### src/rtl/pipeline_hazard_ctrl.sv
// Hazard controller for a 4-stage pipeline. It stalls on load-use hazards, flushes on
// taken branches, holds ID while the multi-cycle mul/div unit runs, and freezes on HALT.
module pipeline_hazard_ctrl #(
  parameter int unsigned REG_AW     = 4,
  parameter int unsigned MUL_CYCLES = 3,
  parameter int unsigned DIV_CYCLES = 8,
  parameter int unsigned CNT_W      = 16
) (
  input  logic              clk,
  input  logic              rst_n,
  input  logic              id_valid,
  input  logic [3:0]        id_opcode,
  input  logic [3:0]        id_funccode,
  input  logic [REG_AW-1:0] id_rs,
  input  logic [REG_AW-1:0] id_rt,
  input  logic              ex_memread,
  input  logic [REG_AW-1:0] ex_rd,
  input  logic              ex_branch_taken,
  output logic              pc_write,
  output logic              ifid_write,
  output logic              ifid_flush,
  output logic              idex_bubble,
  output logic              md_start,
  output logic              md_op,
  output logic              md_abort,
  output logic              md_busy,
  output logic              halted,
  output logic [CNT_W-1:0]  stall_cycles
);

  // Sized for the longer of the two latencies so either reload value fits.
  localparam int unsigned MaxCycles = (MUL_CYCLES > DIV_CYCLES) ? MUL_CYCLES : DIV_CYCLES;
  localparam int unsigned MdCntW    = $clog2(MaxCycles) + 1;

  typedef enum logic [1:0] {StRun, StMdWait, StHalt} state_e;

  state_e              state_q, state_d;
  logic [MdCntW-1:0]   md_cnt_q, md_cnt_d;
  logic [CNT_W-1:0]    stall_q, stall_d;

  logic is_mul, is_div, is_load_op, is_halt, uses_rt, load_use;

  // Decode of the instruction sitting in ID.
  always_comb begin
    is_mul     = (id_opcode == 4'd0) && (id_funccode == 4'd4);
    is_div     = (id_opcode == 4'd0) && (id_funccode == 4'd5);
    is_load_op = (id_opcode == 4'd8);
    is_halt    = (id_opcode == 4'd15);
    uses_rt    = (id_opcode == 4'd0) || (id_opcode == 4'd11) ||
                 (id_opcode == 4'd4) || (id_opcode == 4'd5) || (id_opcode == 4'd6);
    load_use   = id_valid && ex_memread && (ex_rd != '0) &&
                 ((ex_rd == id_rs) || (uses_rt && (ex_rd == id_rt)));
  end

  // Next-state and pipeline enables; priority is branch > halt > load-use > mul/div issue.
  always_comb begin
    state_d     = state_q;
    md_cnt_d    = md_cnt_q;
    pc_write    = 1'b1;
    ifid_write  = 1'b1;
    ifid_flush  = 1'b0;
    idex_bubble = 1'b0;
    md_start    = 1'b0;
    md_op       = 1'b0;
    md_abort    = 1'b0;
    md_busy     = 1'b0;
    halted      = 1'b0;
    unique case (state_q)
      StRun: begin
        if (ex_branch_taken) begin
          ifid_flush  = 1'b1;
          idex_bubble = 1'b1;
        end else if (id_valid && is_halt) begin
          state_d = StHalt;
        end else if (load_use) begin
          pc_write    = 1'b0;
          ifid_write  = 1'b0;
          idex_bubble = 1'b1;
        end else if (id_valid && (is_mul || is_div)) begin
          md_start    = 1'b1;
          md_op       = is_div;
          pc_write    = 1'b0;
          ifid_write  = 1'b0;
          idex_bubble = 1'b1;
          md_cnt_d    = is_div ? MdCntW'(DIV_CYCLES - 1) : MdCntW'(MUL_CYCLES - 1);
          // A single-cycle unit needs no wait state: the op enters EX next cycle.
          if ((is_div ? DIV_CYCLES : MUL_CYCLES) > 1) state_d = StMdWait;
        end
      end
      StMdWait: begin
        md_busy = 1'b1;
        if (ex_branch_taken) begin
          ifid_flush  = 1'b1;
          idex_bubble = 1'b1;
          md_abort    = 1'b1;
          md_cnt_d    = '0;
          state_d     = StRun;
        end else if (md_cnt_q != '0) begin
          pc_write    = 1'b0;
          ifid_write  = 1'b0;
          idex_bubble = 1'b1;
          md_cnt_d    = md_cnt_q - 1'b1;
        end else begin
          state_d = StRun;
        end
      end
      StHalt: begin
        pc_write    = 1'b0;
        ifid_write  = 1'b0;
        idex_bubble = 1'b1;
        halted      = 1'b1;
      end
      default: state_d = StRun;
    endcase
  end

  // Saturating count of cycles where the PC was held outside HALT.
  always_comb begin
    stall_d = stall_q;
    if (!pc_write && (state_q != StHalt) && !(&stall_q)) stall_d = stall_q + 1'b1;
  end

  assign stall_cycles = stall_q;

  // State, mul/div countdown and performance counter registers.
  always_ff @(posedge clk or negedge rst_n) begin
    if (!rst_n) begin
      state_q  <= StRun;
      md_cnt_q <= '0;
      stall_q  <= '0;
    end else begin
      state_q  <= state_d;
      md_cnt_q <= md_cnt_d;
      stall_q  <= stall_d;
    end
  end

endmodule

### config.mk
export PLATFORM = sky130hd
export DESIGN_NAME = pipeline_hazard_ctrl
export DESIGN_NICKNAME = d
export VERILOG_FILES = /design/src/rtl/pipeline_hazard_ctrl.sv
export SDC_FILE = /design/constraint.sdc
export NUM_CORES = 1
export LEC_CHECK = 0
export CAP_MARGIN = 20
export CORE_MARGIN = 2
export CORE_UTILIZATION = 48
export DETAILED_ROUTE_END_ITERATION = 7
export GPL_ROUTABILITY_DRIVEN = 0
export PLACE_DENSITY = 0.89
export SLEW_MARGIN = 20
export SYNTH_ARGS = -nofsm -noshare
export SYNTH_HDL_FRONTEND = slang
export SYNTH_SLANG_ARGS = --single-unit
### constraint.sdc
create_clock -name clk -period 7.1 [get_ports clk]
set_input_delay 1.775 -clock clk [delete_from_list [all_inputs] [get_ports clk]]
set_output_delay 1.775 -clock clk [all_outputs]
set_load 0.01 [all_outputs]
Yosys cells after proc, flatten, opt, wreduce, memory -nomap -nowiden
Index checks and enable logic that the tools add are counted.
{"block": "totals", "ff_bits": 22, "elab_cells": 100, "in_bits": 25, "out_inout_bits": 25}
{"block": "op_classes", "n_reduce_logical": 27, "mux": 45, "add_sub_neg": 2, "bitwise_logic": 1, "order_cmp": 1, "eq_ne": 21}
{"cell": "$mux 4", "n": 7}
{"cell": "$mux 1", "n": 26}
{"cell": "$eq 4x3->1 const B", "n": 5}
{"cell": "$add 16x1->16 const B", "n": 1}
{"cell": "$reduce_and 16->1", "n": 1}
{"cell": "$ne 3x3->1 const B", "n": 5}
{"cell": "$mux 2", "n": 7}
{"cell": "$reduce_and 6->1", "n": 2}
{"cell": "$logic_and 1x1->1", "n": 10}
{"cell": "$ne 2x2->1 const B", "n": 5}
{"cell": "$eq 4x4->1", "n": 2}
{"cell": "$eq 4x4->1 const B", "n": 2}
{"cell": "$pmux 4 s2", "n": 1}
{"cell": "$reduce_bool 4->1", "n": 2}
{"cell": "$logic_or 1x1->1", "n": 6}
{"cell": "$pmux 1 s3", "n": 2}
{"cell": "$pmux 2 s3", "n": 1}
{"cell": "$gt 4x1->1 const B", "n": 1}
{"cell": "$logic_not 4->1", "n": 1}
{"cell": "$sub 4x1->4 const B", "n": 1}
{"cell": "$mux 3", "n": 1}
{"cell": "$eq 2x1->1 const B", "n": 1}
{"cell": "$eq 2x2->1 const B", "n": 1}
{"cell": "$logic_not 1->1", "n": 2}
{"cell": "4 further kinds", "n": 4}

Longest topological paths before layout
Gate-level depths: netlist (run 1).
{"block": "logic_depth", "depth_word": 15, "mapped_depth": 9, "mapped_depth_nobuf": 8}

Least setup slack after synthesis (run 1)
Ideal clock, no wire load.
{"block": "synth_timing", "path_type": "input to output", "start": "input ex_rd[0]", "end": "output pc_write", "path_stages": 6, "path_buffers": 1, "path_slack_ns": 2.202, "t_arrival_ns": 3.123, "required_time_ns": 5.325, "cell_sequence": "or4_1 nand3_1 a21oi_4 o21ai_2 nor2b_1 buf_4"}
{"block": "synth_between", "elab_chain_len": 8, "elab_cells_between_ends": 11, "cone_classes": "eq/ne: 2; mux: 4; reduce/logical: 5"}
{"element": "start: declaration", "line_no": "17", "text": "input logic [REG_AW-1:0] ex_rd,"}
{"element": "$eq 4x4->1", "line_no": "52", "text": "((ex_rd == id_rs) || (uses_rt && (ex_rd == id_rt)));"}
{"element": "$logic_and 1x1->1", "line_no": "52"}
{"element": "$logic_or 1x1->1", "line_no": "52"}
{"element": "$logic_and 1x1->1 *", "line_no": "51", "text": "load_use = id_valid && ex_memread && (ex_rd != '0) &&"}
{"element": "$mux 1 * (3 in a row)"}
{"element": "$pmux 1 s3 *"}
{"element": "end: declaration", "line_no": "19", "text": "output logic pc_write,"}
Every way passes the cells marked *; elsewhere a longest branch is shown, timed or not.

Worst setup path after layout (run 1)
{"block": "layout_timing", "start": "input ex_rd[0]", "end": "output pc_write"}
{"block": "layout_between", "elab_chain_len": 8, "elab_cells_between_ends": 11, "cone_classes": "eq/ne: 2; mux: 4; reduce/logical: 5"}
{"element": "$eq 4x4->1", "line_no": "52"}
{"element": "$logic_and 1x1->1", "line_no": "52"}
{"element": "$logic_or 1x1->1", "line_no": "52"}
{"element": "$logic_and 1x1->1 *", "line_no": "51"}
{"element": "$mux 1 *", "line_no": "75", "text": "end else if (load_use) begin"}
{"element": "$mux 1 *", "line_no": "73", "text": "end else if (id_valid && is_halt) begin"}
{"element": "$mux 1 *", "line_no": "70", "text": "if (ex_branch_taken) begin"}
{"element": "$pmux 1 s3 *", "line_no": "68", "text": "unique case (state_q)"}
Marked as above.

==> results.txt, run 1 <==
* Cell Rows: 19
* Core Area: 0.00278 mm²
- Arrival time of data at the critical path endpoint: 4.09 ns
- For this block, the initial DRC count from the detailed router was 47.
- Prior to clock tree synthesis, the placed netlist has a worst setup slack of 1.26 ns.
* Unrepaired setup endpoints after global routing: no
- CTS Sinks: 22
- Die Height: 58.5 µm
* Port Buffers: 49
- The routed design has 3320 µm of wire.
- The worst setup path is launched from a primary input.
- The worst setup path is captured at a primary output.
* Number of vias in the routed layout: 1353
* CTS hold repair buffers: 0
* DR DRC count: 0
* Number of buffers created by CTS: 3
* Worst-case clock skew: 0.00123 ns
- The tool flagged a number of max-cap violations equal to 0.
* Tot GR Track Use: 0.214
- Summing every instance area after synthesis gives 0.00143 mm².
* Syn_nets: 188
- Final setup slack of the worst path: 1.24 ns
- Transition time at the pin with the least slew margin: 0.837 ns
- Synthesis produced 160 cells.
* Aggregate negative setup slack: 0 ns
- Clock-pin slew was measured on the worst setup and hold paths at 0.12 ns.
- The routed design could run at a clock period as short as 5.86 ns.
- For this design the static power due to leakage is 0.837 nW.
- Remaining global-route overflow: 0
* Worst setup path startpoint: ex_rd[0]
- IR analysis of the VDD net gives a maximum drop of 140 µV.
- The wire-length estimate of the detail-placed layout is 2640 µm.
* First-pass GRT wire length: 5640 µm
* Yosys Warn Count: 0
* Number of ports placed on the die boundary: 50
* X dimension of the die: 58.5 µm
- Fmax: 171 MHz
- In this run the number of H-tree levels came out at 1.
* Largest net degree at the start of global routing: 23
- Counting instances, the worst hold path has a depth of 1.
* Core Util, Final: 0.706
* Fraction of final layout cells with drive strength greater than 1: 0.0577
* Origin of the worst min-delay path: stall_cycles[12]
- Setup violations remaining at the end of the flow were counted as 0.
* Reg2Reg Launch Point: state_q[1]
- Average wire per cell in the routed design: 13.9 µm
- TritonCTS clock tree: yes
- The number of hold violations in the final report is 0.
- Pins over their slew limit: 0
- Count of different cell masters after synthesis: 41
- In this run, synthesis produced a sequential element count of 22.
- The initial antenna violation count came to 0.
* Start-to-end type of the worst setup path: primary input to primary output
- Initial Util: 0.513
- Dividing the synthesized area by the synthesized cell count gives 8.91 µm².
* Root Buffer: sky130_fd_sc_hd__clkbuf_4
- Antenna diode count: 0
* Post-cts sizing count: 0
- Critical path required time: 5.33 ns
- In the finished design, the share of the clock period the worst path needs comes to 0.826.
- The number of cells on the worst reg-to-reg path is 6.
* Count of TritonRoute iterations in the first routing pass: 4
- The final layout contains 237 nets.
- Max-slew headroom at the worst pin: 0.439
- Power density relative to cell area: 162 mW/mm²
* Crit-path max FO: 6
* Post-CTS Setup Repair Bufs: 0
- Mean number of vias per cell: 5.66
- The number of global-route vias before repair was 1352.
* Relative area change from synthesis to final layout: 37.6%
- Of the synthesized area, sequential elements account for 0.386.
* Latest clock arrival within the worst-skew pair: 0.31 ns
- The flow ran to the end, and the final reports show no timing, DRC or antenna violations.
- Maximum number of buffers from clock root to sink: 2
- The min-delay analysis places its worst path in the category flip-flop to flip-flop.
* Number of routed nets with antenna violations: 0
* Total die area: 0.00342 mm²
[routing by layer]
metal / global-route usage / share of wire
met5: 0 / 0
met4: 0.0864 / 0.019
met3: 0.0242 / 0.062
met2: 0.390 / 0.50
met1: 0.255 / 0.42
[cell usage in the layout (no fill, tap or decap), types with 5 or more instances in the layout]
cell                              netlist  final
sky130_fd_sc_hd__and3_1                 8      8
sky130_fd_sc_hd__clkdlybuf4s50_1        0     48
sky130_fd_sc_hd__dfrtp_1               22     22
sky130_fd_sc_hd__inv_1                  5      5
sky130_fd_sc_hd__nand2_1                9      9
sky130_fd_sc_hd__nand3_1               14     14
sky130_fd_sc_hd__nor2_1                18     18
sky130_fd_sc_hd__nor3_1                 5      5
sky130_fd_sc_hd__nor4_1                 5      5
sky130_fd_sc_hd__o21ai_0                7      7
sky130_fd_sc_hd__xor2_1                22     22
[path summary, 6_finish.rpt]
| kind | endpoint | slack [ns] |
|---|---|---|
| setup / recovery | pc_write | 1.24 |
| min in group asynchronous | stall_cycles[7] | 1.41 |
| setup reg to reg | stall_cycles[1] | 4.79 |
| max in group asynchronous | md_cnt_q[0] | 5.35 |
| hold reg to reg | stall_cycles[12] | 0.50 |
| hold / removal | stall_cycles[12] | 0.50 |
[worst max-delay path, cell delays in order]
cell	delay (ns)
sky130_fd_sc_hd__clkdlybuf4s50_1	0.46
sky130_fd_sc_hd__or4_1	0.56
sky130_fd_sc_hd__nand3_1	0.17
sky130_fd_sc_hd__a21oi_4	0.06
sky130_fd_sc_hd__o21ai_2	0.26
sky130_fd_sc_hd__nor2b_1	0.22
sky130_fd_sc_hd__clkdlybuf4s50_1	0.58
[cell usage after synthesis (all sizes together)]
cell      n  share of area
nor4      6          0.037
nand3    14          0.049
o21ai    10          0.038
o211ai    1         0.0053
or4       1         0.0053
and3      8          0.035
a31o      1         0.0061
and4      1         0.0061
buf       2         0.0088
o22a      1         0.0061
a21oi     4          0.025
nand2     9          0.024
nand4     3          0.013
nor2     18          0.047
inv       7          0.018
o22ai     1         0.0044
xnor2     1         0.0061
a32oi     1         0.0061
nand4b    1         0.0061
dfrtp    22           0.39
o2bb2ai   1         0.0061
nand2b    2         0.0088
and2      1         0.0044
nor3b     1         0.0053
xor2     22           0.14
a22o      1         0.0061
nand3b    1         0.0053
nor4b     3          0.018
nor2b     3          0.013
ha        3          0.026
nor3      5          0.018
mux2      1         0.0079
clkbuf    3         0.0079
o21a      1         0.0053
[final cells by class]
class / instances / area [µm²]
Inverter: 7 / 26.3
Tap cell: 31 / 38.8
Clock buffer: 4 / 36.3
Fill cell: 221 / 818
Timing Repair Buffer: 49 / 485
Sequential cell: 22 / 551
Multi-Input combinational cell: 126 / 826
[cell families after synthesis]
logic type                 synth area share
and+or+nand+nor                       0.296
adders and majority gates            0.0263
buffers and inverters                0.0351
DFF                                   0.386
AOI/OAI and AO/OA                     0.108
muxes                               0.00789
xor gates and xnor gates              0.141
[report_power, final]
group | internal [mW] | leakage (nW) | switching [mW]
Clock | 0.0313 | 0.0210 | 0.0386
Combinational | 0.0545 | 0.536 | 0.0426
Sequential | 0.136 | 0.280 | 0.0151
[per-stage QoR]
stage	hold WS (ns)	power, mW	cells	instance area [µm²]
floorplan	0.470	0.198	160	1430
global placement	0.470	0.248	235	1930
detailed placement	0.486	0.252	235	1930
CTS	0.509	0.320	239	1970
global route	0.519	0.335	239	1960
finish	0.503	0.318	239	1960
[flip-flops by register name, indices dropped and copies added (netlist names)]
register	count
md_cnt_q	4
stall_cycles	16
state_q	2
No activity file was read; power rests on OpenSTA's default activity.
==> inputs of run 2 (changes only) <==
--- a/config.mk
+++ b/config.mk
@@ -7,10 +7,10 @@
 export LEC_CHECK = 0
 export CAP_MARGIN = 20
 export CORE_MARGIN = 2
-export CORE_UTILIZATION = 48
+export CORE_UTILIZATION = 40
 export DETAILED_ROUTE_END_ITERATION = 7
 export GPL_ROUTABILITY_DRIVEN = 0
-export PLACE_DENSITY = 0.89
+export PLACE_DENSITY = 0.8
 export SLEW_MARGIN = 20
 export SYNTH_ARGS = -nofsm -noshare
 export SYNTH_HDL_FRONTEND = slang
==> constraint.sdc (replaced) <==
create_clock -name clk -period 5.2 [get_ports clk]
set_input_delay 1.3 -clock clk [delete_from_list [all_inputs] [get_ports clk]]
set_output_delay 1.3 -clock clk [all_outputs]
set_load 0.01 [all_outputs]
==> run 2 against run 1 <==
Net effect: clock skew rose by 0.0044 ns; flip-flop and latch count did not move; total power up 48%; wire length shrank 6.7%; sequential share of layout area shrank 0.49 points; non-clock buffer count unchanged; core utilization shrank 12 points; setup slack lost 0.87 ns; combinational power rose by 35%; cell count rose by 6.3%; global-route usage is 4.7 points lower; first-iteration DRC count increased by 43%.
==> results.txt, run 2 (same netlist as run 1, synthesis figures left out) <==
- Count of TritonRoute iterations in the first routing pass: 4 (unchanged)
* Fmax: 207 MHz
- TritonCTS built the clock tree.
* Unrepaired setup endpoints after global routing: no
- Core Util, Final: 0.590 (-0.116)
* Crit-path max FO: 6 (unchanged)
- STA classifies the critical path startpoint as a primary input.
- Slowest cell on crit path: sky130_fd_sc_hd__clkdlybuf4s50_1
- The endpoint required time on the critical path came to 3.90 ns (-1.43 ns).
- The clock latency on the worst-skew pair is 0.31 ns (about the same).
- The count of vias placed by the detailed router came to 1321 (-2.4%).
* X dimension of the die: 63.7 µm (+8.9%)
* Flip-flop count of the largest register, all copies and words added: 16 (unchanged)
* Reg2Reg Launch Point: state_q[1]
* Max Cap Violations: 0 (unchanged)
- Port Buffers: 49 (unchanged)
- The worst-case vdd ir drop was 169 µV (+21%).
- Average wire per cell in the routed design: 12.2 µm (-12%)
- The flow ran to the end, and the final reports show no timing, DRC or antenna violations.
- Busiest grt layer: met2
- M3 GR Usage: 0.0214 (-0.00275)
- The total power density per cell area was 236 mW/mm² (+46%).
* Leading cell type in the layout, fill and taps excluded: sky130_fd_sc_hd__clkdlybuf4s50_1
* Hold/Removal Path Class: flip-flop to flip-flop
- The relative max-transition margin came to 0.377 (-0.0623).
- The floorplan die area is 0.00406 mm² (+19%).
- By instance count, the cell type seen most on the critical path is sky130_fd_sc_hd__clkdlybuf4s50_1.
* Type of element capturing the critical path: primary output
- Maximum number of buffers from clock root to sink: 2 (unchanged)
* GR met1 Demand/Resource: 0.210 (-0.0451)
* Initial antenna violation count: 0 (unchanged)
- Post-CTS Setup Repair Bufs: 0 (unchanged)
- The clock buffer count from CTS came to 3 (unchanged).
* CTS clk-pin slew, worst paths: 0.12 ns (about the same)
- The flip-flop and latch area came to 551 µm² (unchanged).
- Register-to-register path setup slack: 2.79 ns (-2.00 ns)
- The library cells used most frequently in the layout, excluding fill and tap cells, are sky130_fd_sc_hd__clkdlybuf4s50_1, sky130_fd_sc_hd__xor2_1, sky130_fd_sc_hd__dfrtp_1.
- The peak per-stage delay on the critical path was 0.55 ns (-0.03 ns).
* First-pass GRT wire length: 5420 µm (-3.9%)
- The number of diodes was 0 (unchanged).
* Initial DRC count: 67 (+43%)
- CTS hold repair buffers: 0 (unchanged)
* Dpl hpwl: 2390 µm (-9.5%)
- The data arrival time of the critical path came to 3.53 ns (-0.56 ns).
- DR DRC count: 0 (unchanged)
- The worst-case setup margin in the final layout was 0.370 ns (-0.867 ns).
- The effective utilization at floorplan was 0.421 (-0.0920).
* Post-layout power: 472 µW (+48%)
* Cell leakage power: 0.844 nW (+0.83%)
- Area of combinational cells with multiple inputs: 826 µm² (unchanged)
* Critical Path End: ifid_write
* Total of fill cells in the finished design: 315 (+43%)
- The number of nets in the layout came to 237 (unchanged).
- Post-Place Setup Slack: 0.377 ns (-0.880 ns)
- The number of cells on the worst reg-to-reg path was 6 (unchanged).
* Post-cts sizing count: 0 (unchanged)
- Compared with the post-synthesis result, the final layout area differs by 40.1%.
- Reg-to-reg critical path endpoint: stall_cycles[1]
- Core Area: 0.00339 mm² (+22%)
- Pins over their slew limit: 0 (unchanged)
* Aggregate negative setup slack: 0 ns (unchanged)
- The maximum level of the CTS H-tree was 1 (unchanged).
- Critical Path, Cell by Cell: clkdlybuf4s50_1 > or4_1 > nand3_1 > a21oi_4 > o21ai_2 > nor2b_1 > clkdlybuf4s50_1
* Die Height: 63.7 µm (+8.9%)
- The number of hold violations in the final report came to 0 (unchanged).
* Tot GR Track Use: 0.167 (-0.0467)
- Minimum hold slack: 0.490 ns (-0.0137 ns)
- The number of global-route vias before repair is 1274 (-5.8%).
- Post-layout min period: 4.83 ns
- Largest net degree at the start of global routing: 23 (unchanged)
* Root Buffer: sky130_fd_sc_hd__clkbuf_4
* Routed wire length: 3100 µm (-6.7%)
* Worst-case clock skew: 0.00566 ns (+0.00443 ns)
- The sink count of the clock tree came to 22 (unchanged).
- The total overflow reported by the global router is 0 (unchanged).
* Worst setup path startpoint: ex_rd[0]
* Start-to-end type of the worst setup path: primary input to primary output
- Count of endpoints failing setup in the final report: 0 (unchanged)
- Cell Rows: 21 (+2)
- Met2 track demand over resource: 0.293 (-0.0966)
- The fraction of final layout cells sized beyond drive strength 1 came to 0.0577 (unchanged).
- Transition time at the pin with the least slew margin: 0.930 ns (+0.0931 ns)
- Mean number of vias per cell: 5.20 (-8.1%)
- The residual antenna-violating net count after detailed routing is 0 (unchanged).
- Number of ports placed on the die boundary: 50 (unchanged)
* Final cycle utilization of the critical path: 0.929
[run 2: cell types whose count changed in the layout (fill, tap and decap cells not counted), sizes merged]
cell	change
clkbuf	-1
bufinv	+1
[run 2: metal layers]
metal  vias up  part of all wire
met4         0            0.0094
li1        665                 -
met5         -                 0
met3         2             0.039
met1       620              0.45
met2        34              0.50
[run 2: power breakdown]
part           switching (mW)  internal (mW)  total (mW)
logic                  0.0568         0.0746       0.131
clock network          0.0552         0.0779       0.133
registers              0.0214          0.186       0.208
[run 2: worst min-delay path by stage]
stage,cells after the start,from,end
3_3_place_gp,1,stall_cycles[5],stall_cycles[5]
3_5_place_dp,1,stall_cycles[5],stall_cycles[5]
4_1_cts,1,stall_cycles[5],stall_cycles[5]
5_1_grt,1,stall_cycles[14],stall_cycles[14]
2_1_floorplan,1,md_cnt_q[3],md_cnt_q[3]
6_report,1,stall_cycles[5],stall_cycles[5]
[run 2: area by class of cell]
class | count | area share
Inverter | 7 | 0.0131
Clock buffer | 3 | 0.0113
Tap cell | 46 | 0.0288
Clock inverter | 1 | 0.0150
Multi-Input combinational cell | 126 | 0.413
Timing Repair Buffer | 49 | 0.243
Sequential cell | 22 | 0.276
[run 2: critical path: cells and delay by family]
family | cells | cell delay (ns)
AOI/OAI and AO/OA | 2 | 0.31
buffers and inverters | 2 | 1.01
and+or+nand+nor | 3 | 0.90
[run 2: through the flow]
stage / cell area [µm²] / std cells
2_1_floorplan: 1430 / 160
3_3_place_gp: 1950 / 250
3_5_place_dp: 1950 / 250
4_1_cts: 2000 / 254
5_1_grt: 2000 / 254
6_report: 2000 / 254
==> variant 1: new RTL, flow settings as in run 2 <==
The 3 states of `state_e` get a one-hot encoding in 3 bits.
--- a/src/rtl/pipeline_hazard_ctrl.sv
+++ b/src/rtl/pipeline_hazard_ctrl.sv
@@ -32,7 +32,7 @@
   localparam int unsigned MaxCycles = (MUL_CYCLES > DIV_CYCLES) ? MUL_CYCLES : DIV_CYCLES;
   localparam int unsigned MdCntW    = $clog2(MaxCycles) + 1;
 
-  typedef enum logic [1:0] {StRun, StMdWait, StHalt} state_e;
+  typedef enum logic [2:0] {StRun = 3'b001, StMdWait = 3'b010, StHalt = 3'b100} state_e;
 
   state_e              state_q, state_d;
   logic [MdCntW-1:0]   md_cnt_q, md_cnt_d;
Behaviour: same outputs for any inputs over 10 cycles, from zero or initial values and one cycle with rst_n low; not proved beyond that.
==> variant 1 against run 2 <==
  * Global-route usage grew 0.86 points
  * Design area is 6.7% higher
  * Die area up 6.8%
  * First-iteration DRC count fell by 33%
  * Fmax fell by 1.8%
  * Sequential share of layout area shrank 0.50 points
  * Wire length is 16% higher
  * Setup slack worse by 0.087 ns
  * Synthesized cell count is 4.4% higher
  * Synthesized area grew 7.3%
  * Sequential cell count up 1
  * Final cell count grew 5.1%
  * Critical endpoint is now md_op
  * Largest cell class unchanged
Power is not compared: it rests on default switching activity, and its combinational part moved more than twofold at a synthesized area within 25%.
==> variant 1: results (changes against run 2) <==
metric	value	unit	change
synth.distinct_cells	47		+15%
dpl.hpwl	2.77	mm	+16%
placedCellCount	263		+5.2%
hold_path.class	reg2reg		
cpPeakStageDelay	0.59	ns	+0.04 ns
hold_end	stall_cycles[15]		
via_count	1429		+8.2%
avgSynthCellArea	9.16	um^2	+2.8%
fin_skew	0.00714	ns	+0.00148 ns
crit_start	id_opcode[2]		
synthTopCellsByCount	dfrtp_1, nor2_1, nand3_1		
fillers	334		+6.0%
status	complete, no violations		
seq_area_frac_synth	37.7	%	-0.90 points
fin_nets	248		+4.6%
via_per_inst	5.35		+2.9%
peakVddDrop	0.231	mV	
place_area	2080	um^2	+6.4%
drtIter0Drc	45		-33%
drive_gt1_share	11.0	%	+5.2 points
hp-start	stall_cycles[15]		
pre_cts_slack	0.241	ns	-0.135 ns
grt_pass1_vias	1338		+5.0%
grt_usage	17.6	%	+0.86 points
grt_max_degree	24		+4.3%
cts_root_buf	clkbuf_8		
syn_nets	195		+3.7%
r2r_start	state_q[0]		
seqCellArea	577	um^2	+4.8%
arrival	3.62	ns	+0.09 ns
r2r_end	stall_cycles[9]		
timing.hold.ws	0.513	ns	+0.0236 ns
## variant 1: power by group through the flow
stage                      logic, W  clock network (W)  registers, W
after global placement    0.0000393                  0      0.000183
after global routing      0.0000446           0.000123      0.000180
after floorplan           0.0000106                  0      0.000184
final                     0.0000406           0.000113      0.000180
after detailed placement  0.0000395                  0      0.000184
after CTS                 0.0000397           0.000117      0.000180
## variant 1: how the worst max path moves through the flow
| stage | end | slack [ns] | depth (start not counted) |
|---|---|---|---|
| 6_report | md_op | 0.28 | 8 |
| 5_1_grt | idex_bubble | 0.1 | 8 |
| 4_1_cts | idex_bubble | 0.22 | 8 |
| 3_5_place_dp | idex_bubble | 0.24 | 8 |
| 3_3_place_gp | idex_bubble | 0.29 | 8 |
| 2_1_floorplan | idex_bubble | 1.20 | 6 |
## variant 1: logic make-up after synthesis
group | Yosys count | synth area share (%)
buf+inv | 10 | 3.27
mux | 1 | 0.736
xor+xnor | 22 | 13.6
compound gates | 27 | 11.5
fa+ha+maj | 3 | 2.45
flops | 23 | 37.7
simple gates | 81 | 30.7
## variant 1: metal layers
metal  share of wire (%)  vias to the layer above  routed length (um)  global-route usage [%]
met5                   0                        -                   0                       0
met4                 2.3                        0                  82                    5.99
met3                 3.4                       10                 123                    4.43
met2                  49                       31                1750                    29.0
met1                  46                      679                1640                    22.4
li1                    -                      709                   -                       -
## variant 1: area by class of cell
| class | instances | share of cell area (%) |
|---|---|---|
| clock buffer | 3 | 1.94 |
| clock inverter | 1 | 0.352 |
| inverter | 6 | 1.06 |
| multi-input combinational | 134 | 43.0 |
| sequential | 23 | 27.1 |
| tap | 48 | 2.82 |
| timing repair buffer | 52 | 23.8 |
## variant 1: repair_timing
item / in CTS / in global routing
endpoints found under the setup margin: 0 / 1
setup buffers: 0 / 0
hold buffers: 0 / 0
gates resized for setup: 0 / 2
==> variant 2: new RTL, config.mk and constraints of run 2 <==
Without the edit above. Set the parameter `CNT_W` to 32 (it was 16).
--- a/src/rtl/pipeline_hazard_ctrl.sv
+++ b/src/rtl/pipeline_hazard_ctrl.sv
@@ -4,7 +4,7 @@
   parameter int unsigned REG_AW     = 4,
   parameter int unsigned MUL_CYCLES = 3,
   parameter int unsigned DIV_CYCLES = 8,
-  parameter int unsigned CNT_W      = 16
+  parameter int unsigned CNT_W      = 32
 ) (
   input  logic              clk,
   input  logic              rst_n,
Interface: changed (resized stall_cycles); port bits go from 50 to 66. The function was not compared with the original's and may differ.
==> variant 2 against run 2 <==
  * Power is 40% higher
  * Sequential power is 52% higher
  * Setup slack worse by 0.17 ns
  * First-iteration DRC count is 4.5% higher
  * Design area is 46% higher
  * Global-route usage is 0.21 points lower
  * Final cell count is 37% higher
  * Wire length is 54% higher
  * Hold slack better by 0.0043 ns
  * Count of clock-buffer cells in the layout is 4 higher
  * Synthesized area is 47% higher
  * Sequential cell count is 16 higher
  * Largest cell class unchanged
  * Largest power group unchanged
==> variant 2: results (changes against run 2) <==
metric	value	unit	change
status	complete, no violations		
grt_pass1_vias	1709		+34%
dpl.hpwl	3.61	mm	+51%
wl_met2	2.44	mm	+58%
cpPeakStageDelay	0.59	ns	+0.04 ns
io_buffers	65		+33%
drtIter0Drc	70		+4.5%
ys_top_cells_by_area	dfrtp_1, xnor2_1, nand3_1		
grt_usage	16.5	%	-0.21 points
r2r_start	stall_cycles[0]		
grtUsageMet1	19.9	%	-1.1 points
avgSynthCellArea	10.1	um^2	+13%
hp-start	stall_cycles[23]		
endpoint	md_op		
via_count	1813		+37%
met3_usage	3.55	%	+1.4 points
route.met3.wl	187	um	+53%
hold_end	stall_cycles[23]		
insertion_delay	0.29	ns	-0.02 ns
fillers	476		+51%
place_area	2820	um^2	+44%
worst-path-max-fanout	5		-1
wirelength	4.77	mm	+54%
fin_nets	304		+28%
via_per_inst	5.22		+0.46%
cts_buffers	5		+2
synth.distinct_cells	39		-4.9%
[variant 2: logic make-up after synthesis]
group	Yosys count
DFF	38
and+or+nand+nor	98
xor gates and xnor gates	39
AOI/OAI and AO/OA	17
buffers and inverters	10
muxes	3
adders and majority gates	3
[variant 2: area by class of cell]
| cell class | instances | area share (%) |
|---|---|---|
| inverters | 4 | 0.514 |
| flip-flops and latches | 38 | 32.5 |
| clock buffers | 7 | 2.61 |
| clock inverters | 1 | 1.03 |
| repair buffers | 67 | 22.6 |
| well taps | 70 | 3.00 |
| multi-input cells | 160 | 37.7 |
[variant 2: power by group through the flow]
| stage | sequential (W) | combinational, W | clock (W) |
|---|---|---|---|
| 2_1_floorplan | 0.000322 | 0.0000377 | 0 |
| 3_3_place_gp | 0.000321 | 0.0000955 | 0 |
| 3_5_place_dp | 0.000322 | 0.0000988 | 0 |
| 4_1_cts | 0.000316 | 0.0000993 | 0.000250 |
| 5_1_grt | 0.000318 | 0.000107 | 0.000261 |
| 6_report | 0.000316 | 0.0000971 | 0.000247 |
